==> src/rtl/bank_ram_pkg.sv <==
// rtl/bank_ram_pkg.sv - shared types and sizing helpers for the bank RAM front-end
// Purpose : default RAM geometry, address/data typedefs, packed RAM request
//           struct and the FIFO count-width helper used by the front-end.
// Ports   : none (package)
package bank_ram_pkg;

   localparam int DEFAULT_ADDR_WIDTH = 10;
   localparam int DEFAULT_DATA_WIDTH = 64;

   typedef logic [DEFAULT_ADDR_WIDTH-1:0] addr_t;
   typedef logic [DEFAULT_DATA_WIDTH-1:0] data_t;

   typedef struct packed {
      logic  we;
      addr_t addr;
      data_t wdata;
   } ram_req_t;

   // A count must represent 0..depth inclusive, hence one bit above the pointer.
   function automatic int cnt_width(input int depth);
      return $clog2(depth) + 1;
   endfunction

endpackage

==> src/rtl/ram_if.sv <==
// rtl/ram_if.sv - single-port bank RAM port bundle
// Purpose : groups the RAM command and read-data signals.
// Ports   : en, we, addr, wdata (master -> slave); rdata (slave -> master)
//           master = request controller, slave = RAM macro/model.
interface ram_if
   import bank_ram_pkg::*;
#(
   parameter int ADDR_WIDTH = DEFAULT_ADDR_WIDTH,
   parameter int DATA_WIDTH = DEFAULT_DATA_WIDTH
);

   logic                  en;
   logic                  we;
   logic [ADDR_WIDTH-1:0] addr;
   logic [DATA_WIDTH-1:0] wdata;
   logic [DATA_WIDTH-1:0] rdata;

   modport master (
      output en,
      output we,
      output addr,
      output wdata,
      input  rdata
   );

   modport slave (
      input  en,
      input  we,
      input  addr,
      input  wdata,
      output rdata
   );

endinterface

==> src/rtl/bank_rsp_fifo.sv <==
// rtl/bank_rsp_fifo.sv - synchronous response FIFO for bank RAM read data
// Purpose : power-of-2 deep FIFO; push and pop in the same cycle are legal at
//           any occupancy, including full.
// Ports   : clk, rst   - clock, synchronous active-high reset
//           push, din  - write strobe and data
//           pop        - read strobe (ignored when empty)
//           dout       - head entry, zero while empty
//           empty/full - occupancy flags
//           count      - number of entries held (0..DEPTH)
module bank_rsp_fifo
   import bank_ram_pkg::*;
#(
   parameter int WIDTH = DEFAULT_DATA_WIDTH,
   parameter int DEPTH = 4
) (
   input  logic                     clk,
   input  logic                     rst,
   input  logic                     push,
   input  logic                     pop,
   input  logic [WIDTH-1:0]         din,
   output logic [WIDTH-1:0]         dout,
   output logic                     empty,
   output logic                     full,
   output logic [$clog2(DEPTH):0]   count
);

   localparam int PW = $clog2(DEPTH);
   localparam int CW = cnt_width(DEPTH);

   logic [WIDTH-1:0] mem [DEPTH];
   logic [PW-1:0]    wr_ptr;
   logic [PW-1:0]    rd_ptr;
   logic [CW-1:0]    count_q;
   logic             push_en;
   logic             pop_en;

   assign empty   = (count_q == '0);
   assign full    = (count_q == CW'(DEPTH));
   assign count   = count_q;
   assign pop_en  = pop && !empty;
   // A full FIFO can still take a push when the head leaves in the same cycle:
   // the write lands in the slot being vacated.
   assign push_en = push && (!full || pop_en);

   // Pointers are PW bits wide, so they wrap modulo DEPTH on their own.
   always_ff @(posedge clk) begin
      if (rst) begin
         wr_ptr  <= '0;
         rd_ptr  <= '0;
         count_q <= '0;
      end else begin
         if (push_en) begin
            wr_ptr <= wr_ptr + 1'b1;
         end
         if (pop_en) begin
            rd_ptr <= rd_ptr + 1'b1;
         end
         case ({push_en, pop_en})
            2'b10:   count_q <= count_q + 1'b1;
            2'b01:   count_q <= count_q - 1'b1;
            default: count_q <= count_q;
         endcase
      end
   end

   // Storage needs no reset; validity is carried by count_q.
   always_ff @(posedge clk) begin
      if (push_en) begin
         mem[wr_ptr] <= din;
      end
   end

   assign dout = empty ? '0 : mem[rd_ptr];

   a_no_overflow : assert property (@(posedge clk) disable iff (rst)
      !(push && full && !pop));

endmodule

==> src/rtl/bank_ram_req_ctrl.sv <==
// rtl/bank_ram_req_ctrl.sv - request/response front-end for one bank RAM
// Purpose : turns a valid/ready request stream into single-port RAM cycles,
//           tracks the read in flight and buffers read data so the consumer
//           may stall; responses return in issue order, writes give none.
// Ports   : clk, rst                        - clock, synchronous active-high reset
//           req_valid/req_ready             - request handshake
//           req_we, req_addr, req_wdata     - request payload (1 = write)
//           rsp_valid/rsp_ready, rsp_rdata  - response handshake and read data
//           ram                             - ram_if.master port to the RAM
module bank_ram_req_ctrl
   import bank_ram_pkg::*;
#(
   parameter int ADDR_WIDTH = DEFAULT_ADDR_WIDTH,
   parameter int DATA_WIDTH = DEFAULT_DATA_WIDTH,
   parameter int RSP_DEPTH  = 4
) (
   input  logic                  clk,
   input  logic                  rst,
   input  logic                  req_valid,
   output logic                  req_ready,
   input  logic                  req_we,
   input  logic [ADDR_WIDTH-1:0] req_addr,
   input  logic [DATA_WIDTH-1:0] req_wdata,
   output logic                  rsp_valid,
   input  logic                  rsp_ready,
   output logic [DATA_WIDTH-1:0] rsp_rdata,
   ram_if.master                 ram
);

   localparam int CW = cnt_width(RSP_DEPTH);

   logic          fire;
   logic          rd_pend;
   logic          fifo_empty;
   logic          fifo_full;
   logic          fifo_pop;
   logic [CW-1:0] fifo_count;
   logic [CW:0]   outstanding;

   // Every read in flight or already buffered holds a FIFO slot, so a read is
   // only issued when its data is guaranteed a place to land. Only registered
   // state feeds this, keeping rsp_ready and req_valid out of req_ready.
   assign outstanding = {1'b0, fifo_count} + {{CW{1'b0}}, rd_pend};
   assign req_ready   = !rst && (outstanding < (CW+1)'(RSP_DEPTH));
   assign fire        = req_valid && req_ready;

   // Zero-latency drive of the RAM port straight from the request.
   assign ram.en    = fire;
   assign ram.we    = req_we;
   assign ram.addr  = req_addr;
   assign ram.wdata = req_wdata;

   // RAM read data is valid the cycle after issue; rd_pend marks that cycle.
   always_ff @(posedge clk) begin
      if (rst) begin
         rd_pend <= 1'b0;
      end else begin
         rd_pend <= fire && !req_we;
      end
   end

   assign fifo_pop  = rsp_valid && rsp_ready;
   assign rsp_valid = !fifo_empty;

   bank_rsp_fifo #(
      .WIDTH (DATA_WIDTH),
      .DEPTH (RSP_DEPTH)
   ) u_rsp_fifo (
      .clk   (clk),
      .rst   (rst),
      .push  (rd_pend),
      .pop   (fifo_pop),
      .din   (ram.rdata),
      .dout  (rsp_rdata),
      .empty (fifo_empty),
      .full  (fifo_full),
      .count (fifo_count)
   );

   a_credit_holds : assert property (@(posedge clk) disable iff (rst)
      !(rd_pend && fifo_full));

endmodule

==> src/flat_wrapper.sv <==
// flat-port wrapper written by rule: the top's interface ports become plain ports
module bank_ram_req_ctrl_flat import bank_ram_pkg::*;
#(
   parameter int ADDR_WIDTH = DEFAULT_ADDR_WIDTH,
   parameter int DATA_WIDTH = DEFAULT_DATA_WIDTH,
   parameter int RSP_DEPTH  = 4
)
  (clk, rst, req_valid, req_ready, req_we, req_addr, req_wdata, rsp_valid, rsp_ready, rsp_rdata, ram_en, ram_we, ram_addr, ram_wdata, ram_rdata);
  ram_if #(.ADDR_WIDTH(ADDR_WIDTH), .DATA_WIDTH(DATA_WIDTH)) ram_i ();
  input  logic clk;
  input  logic rst;
  input  logic req_valid;
  output logic req_ready;
  input  logic req_we;
  input  logic [ADDR_WIDTH-1:0] req_addr;
  input  logic [DATA_WIDTH-1:0] req_wdata;
  output logic rsp_valid;
  input  logic rsp_ready;
  output logic [DATA_WIDTH-1:0] rsp_rdata;
  output wire logic [$bits(ram_i.en)-1:0] ram_en;
  output wire logic [$bits(ram_i.we)-1:0] ram_we;
  output wire logic [$bits(ram_i.addr)-1:0] ram_addr;
  output wire logic [$bits(ram_i.wdata)-1:0] ram_wdata;
  input wire logic [$bits(ram_i.rdata)-1:0] ram_rdata;
  assign ram_en = ram_i.en;
  assign ram_we = ram_i.we;
  assign ram_addr = ram_i.addr;
  assign ram_wdata = ram_i.wdata;
  assign ram_i.rdata = ram_rdata;
  bank_ram_req_ctrl #(.ADDR_WIDTH(ADDR_WIDTH), .DATA_WIDTH(DATA_WIDTH), .RSP_DEPTH(RSP_DEPTH)) u_core (.clk(clk), .rst(rst), .req_valid(req_valid), .req_ready(req_ready), .req_we(req_we), .req_addr(req_addr), .req_wdata(req_wdata), .rsp_valid(rsp_valid), .rsp_ready(rsp_ready), .rsp_rdata(rsp_rdata), .ram(ram_i));
endmodule
==> config.mk <==
export PLATFORM = sky130hd
export DESIGN_NAME = bank_ram_req_ctrl_flat
export DESIGN_NICKNAME = d
export VERILOG_FILES = /design/src/rtl/bank_ram_pkg.sv /design/src/rtl/ram_if.sv /design/src/rtl/bank_rsp_fifo.sv /design/src/rtl/bank_ram_req_ctrl.sv /design/src/flat_wrapper.sv
export SDC_FILE = /design/constraint.sdc
export NUM_CORES = 1
export LEC_CHECK = 0
export CAP_MARGIN = 20
export CORE_UTILIZATION = 49
export CTS_BUF_LIST = sky130_fd_sc_hd__clkbuf_4 sky130_fd_sc_hd__clkbuf_8 sky130_fd_sc_hd__clkbuf_16
export CTS_CLUSTER_SIZE = 25
export DETAILED_ROUTE_END_ITERATION = 6
export MAX_ROUTING_LAYER = met4
export PLACE_DENSITY_LB_ADDON = 0.05
export SKIP_CTS_REPAIR_TIMING = 1
export SLEW_MARGIN = 10
export SYNTH_ARGS = -nofsm -noshare
export SYNTH_HDL_FRONTEND = slang
export SYNTH_HIERARCHICAL = 1
export SYNTH_SLANG_ARGS = --single-unit
==> constraint.sdc <==
create_clock -name clk -period 4.3 [get_ports clk]
set_input_delay 0.645 -clock clk [delete_from_list [all_inputs] [get_ports clk]]
set_output_delay 0.645 -clock clk [all_outputs]
set_load 0.01 [all_outputs]
==> results.json <==
{
  "outcome": "completed",
  "cts.htree.levels": 1,
  "period_needed_ns": 3.43,
  "routed_wl_um": 19900,
  "drtIter0Drc": 326,
  "leakage_nw": 4.03,
  "die-area_mm2": 0.0228,
  "layout-drive-gt1-share": 0.208,
  "cts_buffers": 27,
  "final_antenna_net_count": 0,
  "clk_pin_slew_ns": 0.06,
  "finalPower_mw": 5.36,
  "syn_area_mm2": 0.0109,
  "antenna_found_initial": 2,
  "r2r-start": "u_core/u_rsp_fifo/count[0]$_SDFFE_PP0P_",
  "fin_area_mm2": 0.0129,
  "grt_overflow": 0,
  "cts.path.max_buffers": 3,
  "nets": 777,
  "crit_fanout": 25,
  "cts_tree": "built",
  "relSlewSlack": 0.387,
  "hold_depth": 2,
  "grt_util_all_layers": 0.184,
  "skew_ns": 0.0117,
  "setup_viol": 0,
  "hold_ws_ns": 0.537,
  "rows": 54,
  "power_density_mw_per_mm2": 414,
  "fillers": 1591,
  "crit_path_max_incr_delay_ns": 0.68,
  "critPathArrivalTime_ns": 2.78,
  "drv_slew": 0,
  "dr_total_vias": 5087,
  "fin_crit_sh": 0.797,
  "cts_sinks": 266,
  "first_global_vias": 5468,
  "worst-r2r-cell-count": 6,
  "ios": 285,
  "clkLatencyLatePin_ns": 0.51,
  "worst_slack_ns": 0.875,
  "required_ns": 3.65,
  "pre_cts_ws_ns": 0.842,
  "yosysWarningCount": 6,
  "die_w_um": 151,
  "maxCapViolCount": 0,
  "core-area_mm2": 0.0218,
  "post_drt_wl_per_cell_um": 21.4,
  "avgSynthCellArea_um2": 19.7,
  "syn_inst": 553,
  "instances_no_fill": 930,
  "start_kind": "flip-flop",
  "grt_max_degree": 66,
  "cts-root-buf": "clkbuf_16",
  "firstDrtPassIters": 4,
  "endpoint_kind": "output port",
  "place_area_mm2": 0.0120,
  "peakVddDrop_v": 0.000351,
  "worst_slew_pin_slew_ns": 0.919,
  "max_freq_mhz": 292,
  "initial_core_util": 0.499,
  "gp_congestion": 0.667,
  "portBuffers": 136,
  "die_y_um": 151,
  "hpwlAfterDp_um": 12000,
  "rsz0062_at_grt": "false",
  "min-delay-start": "u_core/u_rsp_fifo/wr_ptr[1]$_SDFFE_PP0P_",
  "critPathKind": "reg -> out",
  "grt_pass1_wl_um": 30100,
  "drcViolationCount": 0,
  "via_per_inst": 5.47,
  "rrSetupSlack_ns": 1.33,
  "hold_violations": 0,
  "finish.utilization": 0.593,
  "cpMaxStageDelayCell": "dfxtp_4",
  "syn_to_final_growth_pct": 18.9,
  "path_cells": "buf_4 -> mux4_2 -> nor2b_1 -> clkdlybuf4s50_1",
  "hp-class": "reg -> reg",
  "dp_cells": 880,
  "synth_nets": 701,
  "setup_tns_ns": 0
}
layout make-up:
cell class	count	area (um^2)	share of cell area
Antenna cell	2	5.00	0.000387
Clock buffer	40	817	0.0631
Clock inverter	8	90.1	0.00696
Inverter	8	30.0	0.00232
Multi-Input combinational cell	177	2230	0.172
Sequential cell	266	7900	0.610
Tap cell	280	350	0.0271
Timing Repair Buffer	149	1520	0.118
final timing paths:
check	to
max	rsp_rdata[10]
min	u_core/u_rsp_fifo/wr_ptr[1]$_SDFFE_PP0P_
max reg2reg	u_core/u_rsp_fifo/mem[2][1]$_DFFE_PP_
min reg2reg	u_core/u_rsp_fifo/wr_ptr[1]$_SDFFE_PP0P_
layer usage:
layer	routed length, um	GRT usage	part of all wire	up-vias
met5	0	-	0	-
met4	497	0.0580	0.025	0
met3	1450	0.0449	0.073	54
met2	9500	0.287	0.48	209
met1	8440	0.240	0.42	2606
li1	-	-	-	2218
report_power, final:
group	switching [mW]	internal, mW	total [mW]
combinational	0.0690	0.0928	0.162
clock	0.902	1.43	2.33
sequential	0.00733	2.87	2.87
flip-flops by register name, summed over array words and instances, names as in the netlist, named ones only:
register and flops:
u_core/u_rsp_fifo/wr_ptr 2, u_core/u_rsp_fifo/count 3, u_core/u_rsp_fifo/rd_ptr 2, u_core/u_rsp_fifo/mem 256
u_core/rd_pend 1
cell usage in the layout, fill, tap and decap left out, types with 4 or more instances in the layout:
master             n
and2_4             4
buf_12             5
buf_4              8
clkbuf_16         27
clkbuf_4           6
clkbuf_8           7
clkdlybuf4s50_1  136
dfxtp_1            8
edfxtp_1         256
ha_1               4
inv_1              8
mux4_2            64
nand2b_1           4
nor2_1             7
nor2b_1           62
worst max-delay path: cells and delay by family, from the launching register on:
kind / cells / cell delay [ns]
buffers and inverters: 2 / 0.88
DFF: 1 / 0.68
muxes: 1 / 0.53
and+or+nand+nor: 1 / 0.16
(Power assumes the default switching activity.)
